## src/rtl/xport_arb_if.sv

```systemverilog
// xport_arb_if -- handshake bundle between requester FIFOs, the arbiter
// and the downstream sink.
//   slave  : arbiter side (consumes FIFO heads, produces output beats)
//   master : environment side (FIFOs and downstream sink)
interface xport_arb_if #(
    parameter int N  = 4,
    parameter int DW = 8
);
    localparam int IW = $clog2(N);

    // Requester FIFO side (show-ahead heads)
    logic [N-1:0]    req_empty_n;
    logic [N*DW-1:0] req_dout;
    logic [N-1:0]    req_last;
    logic [N-1:0]    req_re;

    // Downstream beat stream
    logic            out_valid;
    logic            out_ready;
    logic [DW-1:0]   out_data;
    logic            out_last;

    // Status
    logic [IW-1:0]   grant_id;
    logic            busy;

    modport slave (
        input  req_empty_n, req_dout, req_last, out_ready,
        output req_re, out_valid, out_data, out_last, grant_id, busy
    );

    modport master (
        output req_empty_n, req_dout, req_last, out_ready,
        input  req_re, out_valid, out_data, out_last, grant_id, busy
    );
endinterface

```

## src/rtl/xport_arb.sv

```systemverilog
// xport_arb -- round-robin arbiter merging N show-ahead FIFOs into one
// valid/ready beat stream with a single registered output stage.
//
// Optional feature macro: XARB_PKT_LOCK_EN
//   defined   : a grant is held until the beat carrying req_last has been
//               popped, so packets are never interleaved.
//   undefined : every grant moves exactly one beat; req_last is only
//               forwarded to out_last.
//
// One IDLE cycle is spent on every arbitration; pops happen only in XFER.
module xport_arb #(
    parameter int N  = 4,
    parameter int DW = 8
) (
    input  logic        clk,
    input  logic        rstn,
    xport_arb_if.slave  bus
);
    localparam int IW = $clog2(N);

    typedef enum logic {
        IDLE = 1'b0,
        XFER = 1'b1
    } state_t;

    state_t          state_reg, state_next;
    logic [IW-1:0]   grant_reg, grant_next;
    logic [IW-1:0]   last_grant_reg, last_grant_next;
    logic            out_valid_reg, out_valid_next;
    logic [DW-1:0]   out_data_reg, out_data_next;
    logic            out_last_reg, out_last_next;

    // Rotated candidate list: entry k is requester (last_grant + k + 1) mod N
    logic [IW-1:0]   cand_idx [N];
    logic [N-1:0]    cand_hit;
    logic            pick_valid;
    logic [IW-1:0]   pick_idx;

    // Granted FIFO head, selected by the current grant
    logic [DW-1:0]   dout_slice [N];
    logic [DW-1:0]   head_data;
    logic            head_last;
    logic            can_accept;
    logic [N-1:0]    req_re_c;
    logic            pop;

    genvar gi;
    generate
        for (gi = 0; gi < N; gi++) begin : g_req
            logic [IW:0] cand_sum;

            // Offset from the last grant; the sum stays below 2N so a
            // single conditional subtract performs the modulo.
            assign cand_sum     = {1'b0, last_grant_reg} + (IW+1)'(gi + 1);
            assign cand_idx[gi] = (cand_sum >= (IW+1)'(N)) ?
                                  IW'(cand_sum - (IW+1)'(N)) : IW'(cand_sum);
            assign cand_hit[gi] = bus.req_empty_n[cand_idx[gi]];

            assign dout_slice[gi] = bus.req_dout[gi*DW +: DW];

            // Pop only the granted FIFO, only when it has a head and the
            // output register is free or being emptied this cycle.
            assign req_re_c[gi] = (state_reg == XFER) &&
                                  (grant_reg == IW'(gi)) &&
                                  bus.req_empty_n[gi] &&
                                  can_accept;
        end
    endgenerate

    assign head_data  = dout_slice[grant_reg];
    assign head_last  = bus.req_last[grant_reg];
    assign can_accept = ~out_valid_reg | bus.out_ready;
    assign pop        = |req_re_c;

    // Pick the nearest non-empty candidate after the last grant
    always_comb begin
        pick_valid = 1'b0;
        pick_idx   = '0;
        for (int k = N - 1; k >= 0; k--) begin
            if (cand_hit[k]) begin
                pick_valid = 1'b1;
                pick_idx   = cand_idx[k];
            end
        end
    end

    // Next-state logic: arbitrate in IDLE, leave XFER on the closing pop
    always_comb begin
        state_next      = state_reg;
        grant_next      = grant_reg;
        last_grant_next = last_grant_reg;
        case (state_reg)
            IDLE: begin
                if (pick_valid) begin
                    state_next      = XFER;
                    grant_next      = pick_idx;
                    last_grant_next = pick_idx;
                end
            end
            XFER: begin
                if (pop) begin
`ifdef XARB_PKT_LOCK_EN
                    if (head_last) begin
                        state_next = IDLE;
                    end
`else
                    state_next = IDLE;
`endif
                end
            end
            default: state_next = IDLE;
        endcase
    end

    // Output register: load on pop, drain on accept, otherwise hold
    always_comb begin
        out_valid_next = out_valid_reg;
        out_data_next  = out_data_reg;
        out_last_next  = out_last_reg;
        if (pop) begin
            out_valid_next = 1'b1;
            out_data_next  = head_data;
            out_last_next  = head_last;
        end else if (bus.out_ready) begin
            out_valid_next = 1'b0;
        end
    end

    // State and output registers; reset drops any held beat
    always_ff @(posedge clk or negedge rstn) begin
        if (!rstn) begin
            state_reg      <= IDLE;
            grant_reg      <= '0;
            last_grant_reg <= IW'(N - 1);
            out_valid_reg  <= 1'b0;
            out_data_reg   <= '0;
            out_last_reg   <= 1'b0;
        end else begin
            state_reg      <= state_next;
            grant_reg      <= grant_next;
            last_grant_reg <= last_grant_next;
            out_valid_reg  <= out_valid_next;
            out_data_reg   <= out_data_next;
            out_last_reg   <= out_last_next;
        end
    end

    assign bus.req_re    = req_re_c;
    assign bus.out_valid = out_valid_reg;
    assign bus.out_data  = out_data_reg;
    assign bus.out_last  = out_last_reg;
    assign bus.grant_id  = grant_reg;
    assign bus.busy      = (state_reg == XFER);

endmodule

```

## src/flat_wrapper.sv

```systemverilog
// flat-port wrapper written by rule: the top's interface ports become plain ports
module xport_arb_flat 
#(
    parameter int N  = 4,
    parameter int DW = 8
)
  (clk, rstn, bus_req_empty_n, bus_req_dout, bus_req_last, bus_out_ready, bus_req_re, bus_out_valid, bus_out_data, bus_out_last, bus_grant_id, bus_busy);
  xport_arb_if #(.N(N), .DW(DW)) bus_i ();
  input  logic clk;
  input  logic rstn;
  input wire logic [$bits(bus_i.req_empty_n)-1:0] bus_req_empty_n;
  input wire logic [$bits(bus_i.req_dout)-1:0] bus_req_dout;
  input wire logic [$bits(bus_i.req_last)-1:0] bus_req_last;
  input wire logic [$bits(bus_i.out_ready)-1:0] bus_out_ready;
  output wire logic [$bits(bus_i.req_re)-1:0] bus_req_re;
  output wire logic [$bits(bus_i.out_valid)-1:0] bus_out_valid;
  output wire logic [$bits(bus_i.out_data)-1:0] bus_out_data;
  output wire logic [$bits(bus_i.out_last)-1:0] bus_out_last;
  output wire logic [$bits(bus_i.grant_id)-1:0] bus_grant_id;
  output wire logic [$bits(bus_i.busy)-1:0] bus_busy;
  assign bus_i.req_empty_n = bus_req_empty_n;
  assign bus_i.req_dout = bus_req_dout;
  assign bus_i.req_last = bus_req_last;
  assign bus_i.out_ready = bus_out_ready;
  assign bus_req_re = bus_i.req_re;
  assign bus_out_valid = bus_i.out_valid;
  assign bus_out_data = bus_i.out_data;
  assign bus_out_last = bus_i.out_last;
  assign bus_grant_id = bus_i.grant_id;
  assign bus_busy = bus_i.busy;
  xport_arb #(.N(N), .DW(DW)) u_core (.clk(clk), .rstn(rstn), .bus(bus_i));
endmodule
```

## config.mk

```make
export PLATFORM = sky130hd
export DESIGN_NAME = xport_arb_flat
export DESIGN_NICKNAME = d
export VERILOG_FILES = /design/src/rtl/xport_arb_if.sv /design/src/rtl/xport_arb.sv /design/src/flat_wrapper.sv
export SDC_FILE = /design/constraint.sdc
export NUM_CORES = 1
export LEC_CHECK = 0
export ABC_AREA = 1
export CAP_MARGIN = 20
export CORE_UTILIZATION = 36
export CTS_BUF_LIST = sky130_fd_sc_hd__clkbuf_8
export DETAILED_ROUTE_END_ITERATION = 10
export HOLD_SLACK_MARGIN = 0.15
export PLACE_DENSITY_LB_ADDON = 0.15
export SYNTH_ARGS = -nofsm -noshare
export SYNTH_HDL_FRONTEND = slang
export SYNTH_SLANG_ARGS = --single-unit
```

## constraint.sdc

```tcl
create_clock -name clk -period 1.43 [get_ports clk]
set_input_delay 0.429 -clock clk [delete_from_list [all_inputs] [get_ports clk]]
set_output_delay 0.429 -clock clk [all_outputs]
set_load 0.05 [all_outputs]
```

After elaboration in Yosys (flattened, before gate mapping)
Index checks and enable logic that the tools add are counted.
W data, S select, Z words.
- $add $sub $neg: 8
- multiplexer cells: 30
- reduce and logical (&&, ||, !) cells: 16
- $lt $le $gt $ge: 10
- bitwise gates (word level): 4
- eq/ne operators: 3
- operator list (kind ; count):
    $bmux W8 S2 ; 1
    $mux W2 ; 8
    $mux W8 ; 2
    $ge A3 B3 Y1 const B ; 5
    $lt A2 B3 Y1 const B ; 5
    $mux W1 ; 13
    $logic_and A1 B1 Y1 ; 12
    $bmux W1 S2 ; 5
    $sub A2 B1 Y2 const B ; 4
    $add A2 B2 Y3 const B ; 2
    $eq A2 B2 Y1 const B ; 2
    $reduce_or A4 Y1 ; 1
    $add A2 B1 Y3 const B ; 1
    $add A2 B3 Y3 const B ; 1
    $not A2 Y3 ; 1
    $eq A2 B1 Y1 const B ; 1
    $logic_not A2 Y1 ; 1
    $not A1 Y1 ; 2
    $pmux W1 S2 ; 1
    $reduce_and A2 Y1 ; 1
    $reduce_bool A2 Y1 ; 1
    $or A1 B1 Y1 ; 1
- output and inout bits: 17
- flip-flop bits (word level): 15
- logic and storage cells: 77

Longest topological paths before layout
- depth after elaboration: 11
- depth in mapped cells: 10
- gate-level depth less buffers: 10

Least setup slack after synthesis
OpenSTA, ideal clock, no wires.
- kind: register to register
- start point: reg u_core.grant_reg[1], in the netlist u_core.bus.grant_id[1]
- end point: reg u_core.state_reg, in the netlist u_core.bus.busy
- buffers on the path: 1
- clock period less this slack: 2312 ps
- data arrival time: 2192 ps
- slack: -882 ps
- cell stages (with the launch flop): 10
- cells stage by stage: dfrtp_1 -> inv_2 -> nand3_2 -> nor2_1 -> nor2_2 -> nand2_4 -> inv_4 -> buf_8 -> nand2_2 -> nand2_1
- word-level cells in the longest chain between the ends: 7
- RTL lines (item ; RTL line ; source):
    start, declared ; xport_arb.sv:27 ; logic [IW-1:0] grant_reg, grant_next;
    start signal, assigned ; xport_arb.sv:140 ; grant_reg <= grant_next;
    $eq A2 B1 Y1 ; xport_arb.sv:64 ; (grant_reg == IW'(gi)) &&
    $logic_and A1 B1 Y1 ; xport_arb.sv:63 ; assign req_re_c[gi] = (state_reg == XFER) &&
    $logic_and A1 B1 Y1 ; xport_arb.sv:64 ;
    $logic_and A1 B1 Y1 ; xport_arb.sv:65 ; bus.req_empty_n[gi] &&
    net bus_req_re[1] ; flat_wrapper.sv:15 ; output wire logic [$bits(bus_i.req_re)-1:0] bus_req_re;
    $reduce_or A4 Y1 ; xport_arb.sv:73 ; assign pop = |req_re_c;
    $mux W1 ; xport_arb.sv:101 ; if (pop) begin
    $pmux W1 S2 ; xport_arb.sv:92 ; case (state_reg)
    net u_core.state_next ; xport_arb.sv:26 ; state_t state_reg, state_next;
    end signal, assigned ; xport_arb.sv:139 ; state_reg <= state_next;
    end, declared ; xport_arb.sv:26 ;
The timed path passes the listed nets, and every way through them passes these cells.
A chain may end at the register's enable or synchronous reset.

Worst setup path after layout
- start point: reg u_core.grant_reg[0], in the netlist u_core.bus.grant_id[0]
- end point: out bus_req_re[0]
- word-level cells in the longest chain between the ends: 4
- RTL lines (item ; RTL line):
    $logic_not A2 Y1 ; xport_arb.sv:64
    $logic_and A1 B1 Y1 ; xport_arb.sv:63
    $logic_and A1 B1 Y1 ; xport_arb.sv:64
    $logic_and A1 B1 Y1 ; xport_arb.sv:65
    end, declared ; flat_wrapper.sv:15
No other way between the ends.

==> run_results.csv <==
group,metric,value,unit
cells_and_area,final_nets,306,
clock_network,clock-root-buffer,"clkbuf_8",
grt,grt.overflow.total,0,
grt,grt_usage,24.1,%
power_and_ir_drop,power_switching,2.88,mW
placed_design,hpwl,2780,um
yosys,yosysWarnings,0,
clock_network,clk_pin_slew,0.05,ns
sta,setup-tns-final,-2.36,ns
yosys,yosys-top-cells-area,"dfrtp_1, nand2_1, nand3_1",
yosys,synth-async-reset-ratio,100,%
sta,layout_min_cycle_time,1.65,ns
worst_setup_path,path_max_fanout,6,
detailed_routing,routed_wl,4270,um
detailed_routing,drc_errors,2,
cells_and_area,register_area,383,um^2
hold_path,hp-class,"input port to asynchronous set/reset pin",
cells_and_area,largest_reg_flops,8,
placed_design,port_buffers,59,
clock_network,cts_tree,"done",
worst_setup_path,crit_required,1.00,ns
grt,grt_pass1_wl,6210,um
worst_setup_path,path_class,"flip-flop to primary output",
sta,worst_slack,-0.217,ns
placed_design,place_worst_setup_slack,-0.477,ns
clock_network,clock_latency,0.25,ns
sta,tightestPinTransition,0.251,ns
cells_and_area,drive_gt1_share,44.7,%
power_and_ir_drop,power_density,2420,nW/um^2
floorplan,die_y,57.5,um
worst_setup_path,cp-start-kind,"flip-flop",
power_and_ir_drop,p_sw_share,50.5,%
sta,hold_viol,0,
placed_design,globalplace.congestion,0.773,
sta,rsz0062_at_grt,"yes",
clock_network,cts_hold_buffers,0,
power_and_ir_drop,p_int,2.82,mW
grt,first_global_vias,1417,
yosys,yosys.area.top_type_share,29.3,%
floorplan,die_x,57.5,um
status,outcome,"finished with violations",
cells_and_area,syn2layout_area_growth,112,%
cells_and_area,diodes,0,
yosys,postSynthAreaPerCell,6.49,um^2
grt,grt_max_degree,19,
power_and_ir_drop,power.share.combinational,76.5,%
clock_network,htree_levels,1,
yosys,ys.flop_type,"dfrtp_1",
yosys,yosysSeqAreaShare,34.0,%
clock_network,cts_sinks,15,
detailed_routing,first_pass_iters,7,
run,drv_cap,0,
floorplan,coreArea,2830,um^2
power_and_ir_drop,clockPowerShare,5.7,%
sta,slew_headroom,83.2,%
clock_network,clk_path_buf_depth,2,
floorplan,start_util,39.2,%
floorplan,io-pin-count,60,
floorplan,row_count,19,
sta,fin_crit_sh,115,%
sta,setup_viol,21,
cells_and_area,multiInputGateArea,802,um^2
sta,slew_viol_final,0,
yosys,synth_cell_types,18,
worst_setup_path,endpoint_kind,"primary output",
yosys,synth_edf_count,0,
worst_setup_path,cp.arrival,1.22,ns
status,failed_checks,"design-rule violations, negative setup slack",
yosys,synth_nets,214,
yosys,syn_inst,171,
detailed_routing,drt_iter0_drc,83,
yosys,yosys_register_bits,15,
yosys,yosysTopAreaCell,"dfrtp_1",
sta,skew,0.00314,ns
sta,clock.fmax,607,MHz
clock_network,cts_inserted_buffers,3,
floorplan,dieArea,3310,um^2
power_and_ir_drop,power,5.70,mW
grt,grt_antenna_before_repair,0,
power_and_ir_drop,irDropWorstVdd,1700,uV
yosys,synth_common_cells,"nand2_1, nand3_1, dfrtp_1",
detailed_routing,wire_per_inst,14.6,um
detailed_routing,via_per_inst,5.27,
yosys,synthesis.area,1110,um^2
yosys,yosysMostFrequentCell,"nand2_1",
detailed_routing,antenna_left,0,
cells_and_area,fillCellCount,164,
power_and_ir_drop,seqPwrFrac,17.8,%
detailed_routing,via_count,1543,
power_and_ir_drop,leakagePower,1.12,nW
final timing paths:
check,start,end,slack [ns],cells past startpoint
max,u_core.bus.grant_id[0],bus_req_re[0],-0.22,4
min,rstn,u_core.bus.grant_id[1],0.41,1
max reg2reg,u_core.bus.grant_id[0],u_core.bus.out_data[5],-0.13,10
min reg2reg,u_core.last_grant_reg[1],u_core.last_grant_reg[1],0.51,2
max in group asynchronous,rstn,u_core.bus.out_valid,0.60,2
min in group clk,u_core.last_grant_reg[1],u_core.last_grant_reg[1],0.51,2
cells by family after synthesis:
group	synth area share, %
buffers and inverters	8.57
AO/OA/AOI/OAI	0.901
AND/OR/NAND/NOR	56.5
flip-flops	34.0
power groups by stage:
stage                     Combinational (mW)  Clock, mW  Sequential [mW]
after floorplan                         1.57          0             1.44
after global routing                    4.66      0.344             1.04
final                                   4.36      0.327             1.01
after global placement                  3.45          0            0.989
after detailed placement                3.55          0            0.993
after CTS                               3.88      0.331            0.973
worst max-delay path: stages (launching register included):
cell and delay [ns]:
dfrtp_2 0.48, nor2_4 0.15, nand2_2 0.07, nor2_4 0.12, buf_12 0.15
per-stage QoR:
| stage | instance area (um^2) | hold slack [ns] | utilization, % | cells |
|---|---|---|---|---|
| 6_report | 2360 | 0.415 | 83.3 | 293 |
| 5_1_grt | 2360 | 0.439 | 83.3 | 293 |
| 4_1_cts | 2200 | 0.419 | 77.8 | 285 |
| 3_5_place_dp | 2030 | 0.498 | 71.9 | 271 |
| 3_3_place_gp | 2030 | 0.489 | 71.9 | 271 |
| 2_1_floorplan | 1150 | 0.133 | - | 171 |
cell type report:
class	count	share of cell area (%)
multi-input cells	137	34.0
flip-flops and latches	15	16.3
repair inverters	1	0.372
clock buffers	3	1.75
clock inverters	1	0.159
inverters	14	2.87
well taps	31	1.65
repair buffers	91	42.9
cells in the final DEF (no fill, tap or decap), types with 5 or more instances in the layout:
cell type and n:
nand3_2 8, inv_1 8, clkdlybuf4s50_1 37, inv_2 5, nand3_1 29, nand4_1 9, nand2_2 30, nor2_4 7
dfrtp_1 9, nand2_1 48, buf_4 28, buf_12 17
what timing repair did:
action / CTS / global route
endpoints found under the hold margin: 0 / 0
pin swaps: 17 / 18
endpoints found under the setup margin: 19 / 21
resized for setup: 24 / 28
cloned: 1 / 1
setup buffers: 9 / 7
metal layers:
| layer | GRT usage [%] | share of wire [%] | vias to the layer above |
|---|---|---|---|
| met3 | 3.63 | 7.5 | 4 |
| li1 | - | - | 738 |
| met2 | 44.2 | 53 | 80 |
| met5 | 0 | 0 | - |
| met1 | 29.4 | 39 | 721 |
| met4 | 5.92 | 0.75 | 0 |
(Power assumes the default switching activity.)
